==> src/rtl/multicycle_control.sv <==
// Moore control FSM for the multi-cycle MIPS datapath.
// Decodes IR opcode into per-state datapath selects and write enables.
//
// Ports:
//   clk, clr          clock, async active-high reset
//   opcode            IR[31:26], used in DECODE and MEMADDR only
//   PCWrite..PCSource datapath controls, pure decode of state
//   state             current state code
//   illegal           sticky unknown-opcode flag
//   instr_count       retired-instruction counter (wraps)
module multicycle_control #(
  parameter logic [5:0] OP_RTYPE = 6'b000000,
  parameter logic [5:0] OP_LW    = 6'b100011,
  parameter logic [5:0] OP_SW    = 6'b101011,
  parameter logic [5:0] OP_BEQ   = 6'b000100,
  parameter logic [5:0] OP_J     = 6'b000010,
  parameter int unsigned CNT_W   = 32
) (
  input  logic             clk,
  input  logic             clr,
  input  logic [5:0]       opcode,
  output logic             PCWrite,
  output logic             PCWriteCond,
  output logic             IorD,
  output logic             MemRead,
  output logic             MemWrite,
  output logic             MemtoReg,
  output logic             IRWrite,
  output logic             RegDst,
  output logic             RegWrite,
  output logic             ALUSrcA,
  output logic [1:0]       ALUSrcB,
  output logic [1:0]       ALUOp,
  output logic [1:0]       PCSource,
  output logic [3:0]       state,
  output logic             illegal,
  output logic [CNT_W-1:0] instr_count
);

  typedef enum logic [3:0] {
    S_FETCH    = 4'd0,
    S_DECODE   = 4'd1,
    S_MEMADDR  = 4'd2,
    S_MEMREAD  = 4'd3,
    S_MEMWB    = 4'd4,
    S_MEMWRITE = 4'd5,
    S_EXEC     = 4'd6,
    S_RCOMP    = 4'd7,
    S_BRANCH   = 4'd8,
    S_JUMP     = 4'd9,
    S_IDLE     = 4'd15
  } state_e;

  state_e           state_q, state_d;
  logic             illegal_q, illegal_d;
  logic [CNT_W-1:0] cnt_q, cnt_d;
  logic             retire;

  always_ff @(posedge clk or posedge clr) begin
    if (clr) begin
      state_q   <= S_IDLE;
      illegal_q <= 1'b0;
      cnt_q     <= '0;
    end else begin
      state_q   <= state_d;
      illegal_q <= illegal_d;
      cnt_q     <= cnt_d;
    end
  end

  always_comb begin
    state_d   = S_FETCH;
    illegal_d = illegal_q;
    unique case (state_q)
      S_IDLE:    state_d = S_FETCH;
      S_FETCH:   state_d = S_DECODE;
      S_DECODE: begin
        if (opcode == OP_LW || opcode == OP_SW)
          state_d = S_MEMADDR;
        else if (opcode == OP_RTYPE)
          state_d = S_EXEC;
        else if (opcode == OP_BEQ)
          state_d = S_BRANCH;
        else if (opcode == OP_J)
          state_d = S_JUMP;
        else begin
          state_d   = S_FETCH;
          illegal_d = 1'b1;
        end
      end
      S_MEMADDR:
        state_d = (opcode == OP_LW) ? S_MEMREAD : S_MEMWRITE;
      S_MEMREAD: state_d = S_MEMWB;
      S_EXEC:    state_d = S_RCOMP;
      default:   state_d = S_FETCH;
    endcase
  end

  // Only the final state of a legal instruction retires it.
  always_comb begin
    retire = 1'b0;
    unique case (state_q)
      S_MEMWB, S_MEMWRITE, S_RCOMP,
      S_BRANCH, S_JUMP: retire = 1'b1;
      default:          retire = 1'b0;
    endcase
    cnt_d = cnt_q + (retire ? CNT_W'(1) : '0);
  end

  always_comb begin
    PCWrite     = 1'b0;
    PCWriteCond = 1'b0;
    IorD        = 1'b0;
    MemRead     = 1'b0;
    MemWrite    = 1'b0;
    MemtoReg    = 1'b0;
    IRWrite     = 1'b0;
    RegDst      = 1'b0;
    RegWrite    = 1'b0;
    ALUSrcA     = 1'b0;
    ALUSrcB     = 2'b00;
    ALUOp       = 2'b00;
    PCSource    = 2'b00;
    unique case (state_q)
      S_FETCH: begin
        MemRead = 1'b1;
        IRWrite = 1'b1;
        ALUSrcB = 2'b01;
        PCWrite = 1'b1;
      end
      S_DECODE:  ALUSrcB = 2'b11;
      S_MEMADDR: begin
        ALUSrcA = 1'b1;
        ALUSrcB = 2'b10;
      end
      S_MEMREAD: begin
        MemRead = 1'b1;
        IorD    = 1'b1;
      end
      S_MEMWB: begin
        RegWrite = 1'b1;
        MemtoReg = 1'b1;
      end
      S_MEMWRITE: begin
        MemWrite = 1'b1;
        IorD     = 1'b1;
      end
      S_EXEC: begin
        ALUSrcA = 1'b1;
        ALUOp   = 2'b10;
      end
      S_RCOMP: begin
        RegWrite = 1'b1;
        RegDst   = 1'b1;
      end
      S_BRANCH: begin
        ALUSrcA     = 1'b1;
        ALUOp       = 2'b01;
        PCWriteCond = 1'b1;
        PCSource    = 2'b01;
      end
      S_JUMP: begin
        PCWrite  = 1'b1;
        PCSource = 2'b10;
      end
      default: ;
    endcase
  end

  assign state       = state_q;
  assign illegal     = illegal_q;
  assign instr_count = cnt_q;

endmodule

==> config.mk <==
export PLATFORM = sky130hd
export DESIGN_NAME = multicycle_control
export DESIGN_NICKNAME = d
export VERILOG_FILES = /design/src/rtl/multicycle_control.sv
export SDC_FILE = /design/constraint.sdc
export NUM_CORES = 1
export LEC_CHECK = 0
export CAP_MARGIN = 10
export CELL_PAD_IN_SITES_DETAIL_PLACEMENT = 0
export CELL_PAD_IN_SITES_GLOBAL_PLACEMENT = 1
export CORE_MARGIN = 2
export CORE_UTILIZATION = 31
export DETAILED_ROUTE_END_ITERATION = 7
export PLACE_DENSITY = 0.86
export SYNTH_ARGS = -nofsm -noshare
export SYNTH_HDL_FRONTEND = slang
export SYNTH_SLANG_ARGS = --single-unit
==> constraint.sdc <==
create_clock -name clk -period 2.1 [get_ports clk]
set_input_delay 0.315 -clock clk [delete_from_list [all_inputs] [get_ports clk]]
set_output_delay 0.315 -clock clk [all_outputs]
set_load 0.1 [all_outputs]
== Word level (Yosys, flattened, before mapping) ==
Cells that the tools add are included.

* Shift operators: 0
* Bitwise gates (word level): 4
* $mul: 0
* Order comparisons: 0
* Divide/modulo/power cells: 0
* Reductions and logical operators: 10
* Mux-type cells: 21
* Add/subtract/negate cells: 1
* Equality and inequality tests: 13

{| class="wikitable"
|+ Operators by type and width
! cell !! number
|-
| $add 32x1->32 || 1
|-
| $pmux 4 s5 || 1
|-
| $eq 4x3->1 const B || 4
|-
| $mux 4 || 4
|-
| $eq 6x6->1 const B || 2
|-
| $mux 1 || 12
|-
| $eq 4x2->1 const B || 2
|-
| $eq 4x4->1 const B || 2
|-
| $pmux 2 s2 || 2
|-
| $reduce_or 2->1 || 4
|-
| $eq 6x2->1 const B || 1
|-
| $eq 6x3->1 const B || 1
|-
| $logic_not 6->1 || 1
|-
| $pmux 2 s3 || 1
|-
| $reduce_and 5->1 || 1
|-
| $reduce_or 5->1 || 1
|-
| $eq 4x1->1 const B || 1
|-
| $logic_not 4->1 || 1
|-
| $not 1->1 || 4
|-
| $mux 3 || 1
|-
| $reduce_or 3->1 || 1
|-
| $logic_or 1x1->1 || 1
|}

* Output and inout port bits: 53
* Memories kept: 0
* Bits in latches: 0
* Memory bits (writable): 0
* Input bits: 8
* Register bits: 37
* ROM bits: 0

== Longest topological paths before layout ==
* Word-level depth: 6
* Gate-level depth with buffers: 9
* Mapped depth without buffers: 9

== Least setup slack after synthesis ==
Ideal clock, no wire load.

* Kind: register -> output
* Start: reg state_q[1] (netlist: state[1])
* End: out PCWrite
* Stages on the path, launching flop included: 4
* Data arrival time: 4,555 ps
* Required time: 1,785 ps
* Slack: -2,770 ps
* Cell sequence: dfstp_2 > buf_2 > nor4_1 > or2_2

* Word-level cells in the longest chain between the ends: 3

{| class="wikitable"
|+ RTL lines
! item !! RTL line !! source
|-
| start: declaration || 54 || <nowiki>state_e state_q, state_d;</nowiki>
|-
| start signal: assignment || 65 || <nowiki>state_q <= state_d;</nowiki>
|-
| $eq 4x4->1 or $logic_not 4->1 (tied branches) || 124 || <nowiki>unique case (state_q)</nowiki>
|-
| $reduce_or 2->1 (no source line) (*) || n/a ||
|-
| $mux 1 (*) || 124 ||
|-
| end: declaration || 22 || <nowiki>output logic PCWrite,</nowiki>
|}

Every way passes the cells marked *; elsewhere a longest branch is shown, timed or not.

== Final worst setup path ==
* Start: reg state_q[2] (netlist: state[2])
* End: out IorD

* Word-level cells in the longest chain between the ends: 3

{| class="wikitable"
|+ RTL lines
! item !! RTL line !! source
|-
| $eq 4x3->1 or $eq 4x2->1 (tied branches) || 124 ||
|-
| $reduce_or 2->1 (no source line) (*) || n/a ||
|-
| $mux 1 (*) || 124 ||
|-
| end: declaration || 24 || <nowiki>output logic IorD,</nowiki>
|}

Marks and branches as above.

==> out/metrics.cfg <==
[grt]
grt_pass1_vias = 1511
grt_pass1_wl_um = 7160
grt_max_degree = 38
grt_overflow = 0
grtUsageTotal_pct = 14.0
antenna_found_initial = 0

[routing]
drtAntennaViolNets = 0
drt-wirelength-per-cell_um = 13.4
vias_per_cell = 4.78
via_count = 1558
wl_um = 4380
drc = 0
drtIter0Drc = 57
drt_pass1_iterations = 4

[critical_path]
r2r_end = instr_count[17]$_DFF_PP0_
path_delay_family = flip-flops
path_max_fanout = 12
slowest_stage = dfstp_4
cp_slowest_stage_delay_ns = 0.64
crit-reg2reg-launch = state[2]$_DFF_PP1_
ff2ff_setup_slack_ns = 0.07
critical_path_class = register to output pin
path_buf_inv = 2
worst_setup_path_end_kind = output pin
path_depth = 4
reg2reg_depth = 8
arrival_ns = 1.74
cp_cell_sequence = buf_4, xnor2_1, nor3b_4, buf_12
crit_required_ns = 1.78
critPathLaunchType = register

[die]
ios = 61
initial_core_util_pct = 32.0
num_rows = 28
die_h_um = 81.9
die_w_um = 81.9
fp.coreArea_um2 = 5890
dieArea_um2 = 6710

[sta]
setup_violations = 0
max_freq_mhz = 486
tightest_slew_ns = 0.469
layout_setup_ws_ns = 0.0410
drv_slew = 0
post-route-period-util_pct = 98.0
slew_headroom_pct = 68.7
fin_crit_ns = 2.06
fin_skew_ns = 0.00126
fin_setup_tns_ns = 0
final_hold_viol_count = 0
rsz0062_at_grt = yes

[pwr]
power_leakage_nw = 1.36
switchingPower_mw = 1.28
vdd_ir_drop_max_uv = 1210
p_int_mw = 1.56
power_frac_clock_pct = 19.1
comb_power_share_pct = 51.4
swShare_pct = 45.1
report.power.total_mw = 2.84
powerDensity_nw_per_um2 = 916
sequentialPowerShare_pct = 29.5

[layout]
nNetsFinal = 260
syn_to_final_growth_pct = 64.7
fin_util_pct = 52.6
multi_input_area_um2 = 1100
nFillCells = 515
final_cell_mix = 47 x buf_4, 33 x dfrtp_1, 27 x xnor2_1, 21 x buf_12, 11 x nand2_1
antenna_cells = 0
drive_above_1_share_pct = 45.8
area.sequential_um2 = 942
final_common_cell = buf_4

[synth]
yosysUniqueCellTypes = 36
synth-edff-count = 0
synth-seq-cells = 37
synth_cells = 176
avgSynthCellArea_um2 = 10.7
yosys_warnings = 0
seq_area_frac_synth_pct = 49.5
syn-num-nets = 186
synthesis.area_um2 = 1880
synth_top_cell_by_area = dfrtp_1
synth_top_area_share_pct = 43.9
ys_async_sr_fraction_pct = 100
ys.flop_type = dfrtp_1
netlist_top_cells_area = dfrtp_1 44%, xnor2_1 13%, dfstp_2 5.6%

[place]
gp_congestion = 0.740
portBuffers = 60
dp.final_hpwl_um = 3240
dpl_worst_slack_ns = -0.137

[cts]
htreeDepth = 2
cts_buffers = 5
insertion_delay_ns = 0.28
cts_root_buf = clkbuf_8
cts_hold_buffers = 0
clock-sinks = 37
clockBufferDepth = 2
cts_tree = yes
clkTransAtPathRegs_ns = 0.07

[run_status]
status = finished clean

[job]
drv_cap = 0

[worst_hold_path]
hold_path_class = primary input to asynchronous set/reset pin

## area by class of cell
cell class | count | area share (%)
Multi-Input combinational cell | 127 | 35.6
Clock inverter | 1 | 0.162
Tap cell | 75 | 3.03
Sequential cell | 37 | 30.4
Timing Repair Buffer | 75 | 27.2
Inverter | 4 | 0.485
Clock buffer | 7 | 3.11
## power by group through the flow
stage	clock network, mW	logic [mW]	registers, mW
after floorplan	0	0.662	1.17
after CTS	0.561	1.46	0.834
after detailed placement	0	1.41	0.831
after global placement	0	1.41	0.828
after global routing	0.601	1.51	0.848
final	0.541	1.46	0.837
## Yosys cell counts, drive strengths merged, types with 2 or more instances
cell / n
dfrtp: 33
ha: 2
nor4: 3
nand4: 10
buf: 7
a21oi: 3
nor2: 11
and4: 4
xor2: 5
or2: 2
nor3: 10
nand3: 12
nand2b: 4
inv: 4
nor3b: 3
xnor2: 28
nand2: 11
o21ai: 2
or3: 2
nand4b: 2
dfstp: 4
and3: 5
## cell families (layout without fill, tap and decap cells)
logic type / Yosys count / in the layout / synth area share [%]
XOR/XNOR: 33 / 33 / 15.4
flip-flops: 37 / 37 / 49.5
AND/OR/NAND/NOR: 82 / 82 / 25.9
AO/OA/AOI/OAI: 9 / 9 / 3.73
buffers and inverters: 12 / 87 / 3.59
adder cells (fa/ha/maj): 2 / 2 / 1.33
multiplexers: 1 / 1 / 0.599
## through the flow
step | std cells | hold WS, ns | area, um2
4_1_cts | 324 | 0.479 | 3060
3_3_place_gp | 314 | 0.452 | 2880
5_1_grt | 326 | 0.506 | 3100
2_1_floorplan | 176 | 0.454 | 2070
3_5_place_dp | 314 | 0.472 | 2880
6_report | 326 | 0.471 | 3100
## registers in the layout, summed over array words and instances, names as in the netlist
register,flops
illegal,1
state,4
instr_count,32
## tightest hold or removal path: cells and delay by family
| kind | cells | cell delay, ns |
|---|---|---|
| buffers and inverters | 3 | 0.87 |
## how the worst max path moves through the flow
| stage | from | to | slack [ns] |
|---|---|---|---|
| after floorplan | state[3]$_DFF_PP1_ | PCWrite | -0.58 |
| after global placement | state[2]$_DFF_PP1_ | instr_count[12]$_DFF_PP0_ | -0.05 |
| after detailed placement | state[2]$_DFF_PP1_ | instr_count[12]$_DFF_PP0_ | -0.14 |
| after CTS | state[3]$_DFF_PP1_ | instr_count[23]$_DFF_PP0_ | 0.01 |
| after global routing | state[2]$_DFF_PP1_ | instr_count[17]$_DFF_PP0_ | -0.05 |
| final | state[2]$_DFF_PP1_ | IorD | 0.04 |
## metal layers
layer	GRT usage (%)	up-vias	routed length, um
met2	23.3	46	2170
met5	0	-	0
met3	4.40	7	255
met4	5.67	0	86
met1	16.7	735	1870
li1	-	770	-
## repair_timing
| item | in CTS | in global routing |
|---|---|---|
| endpoints found under the setup margin | 19 | 27 |
| resized for setup | 12 | 5 |
| pin swaps | 3 | 8 |
| buffers inserted | 2 | 2 |
(Power assumes the default switching activity.)
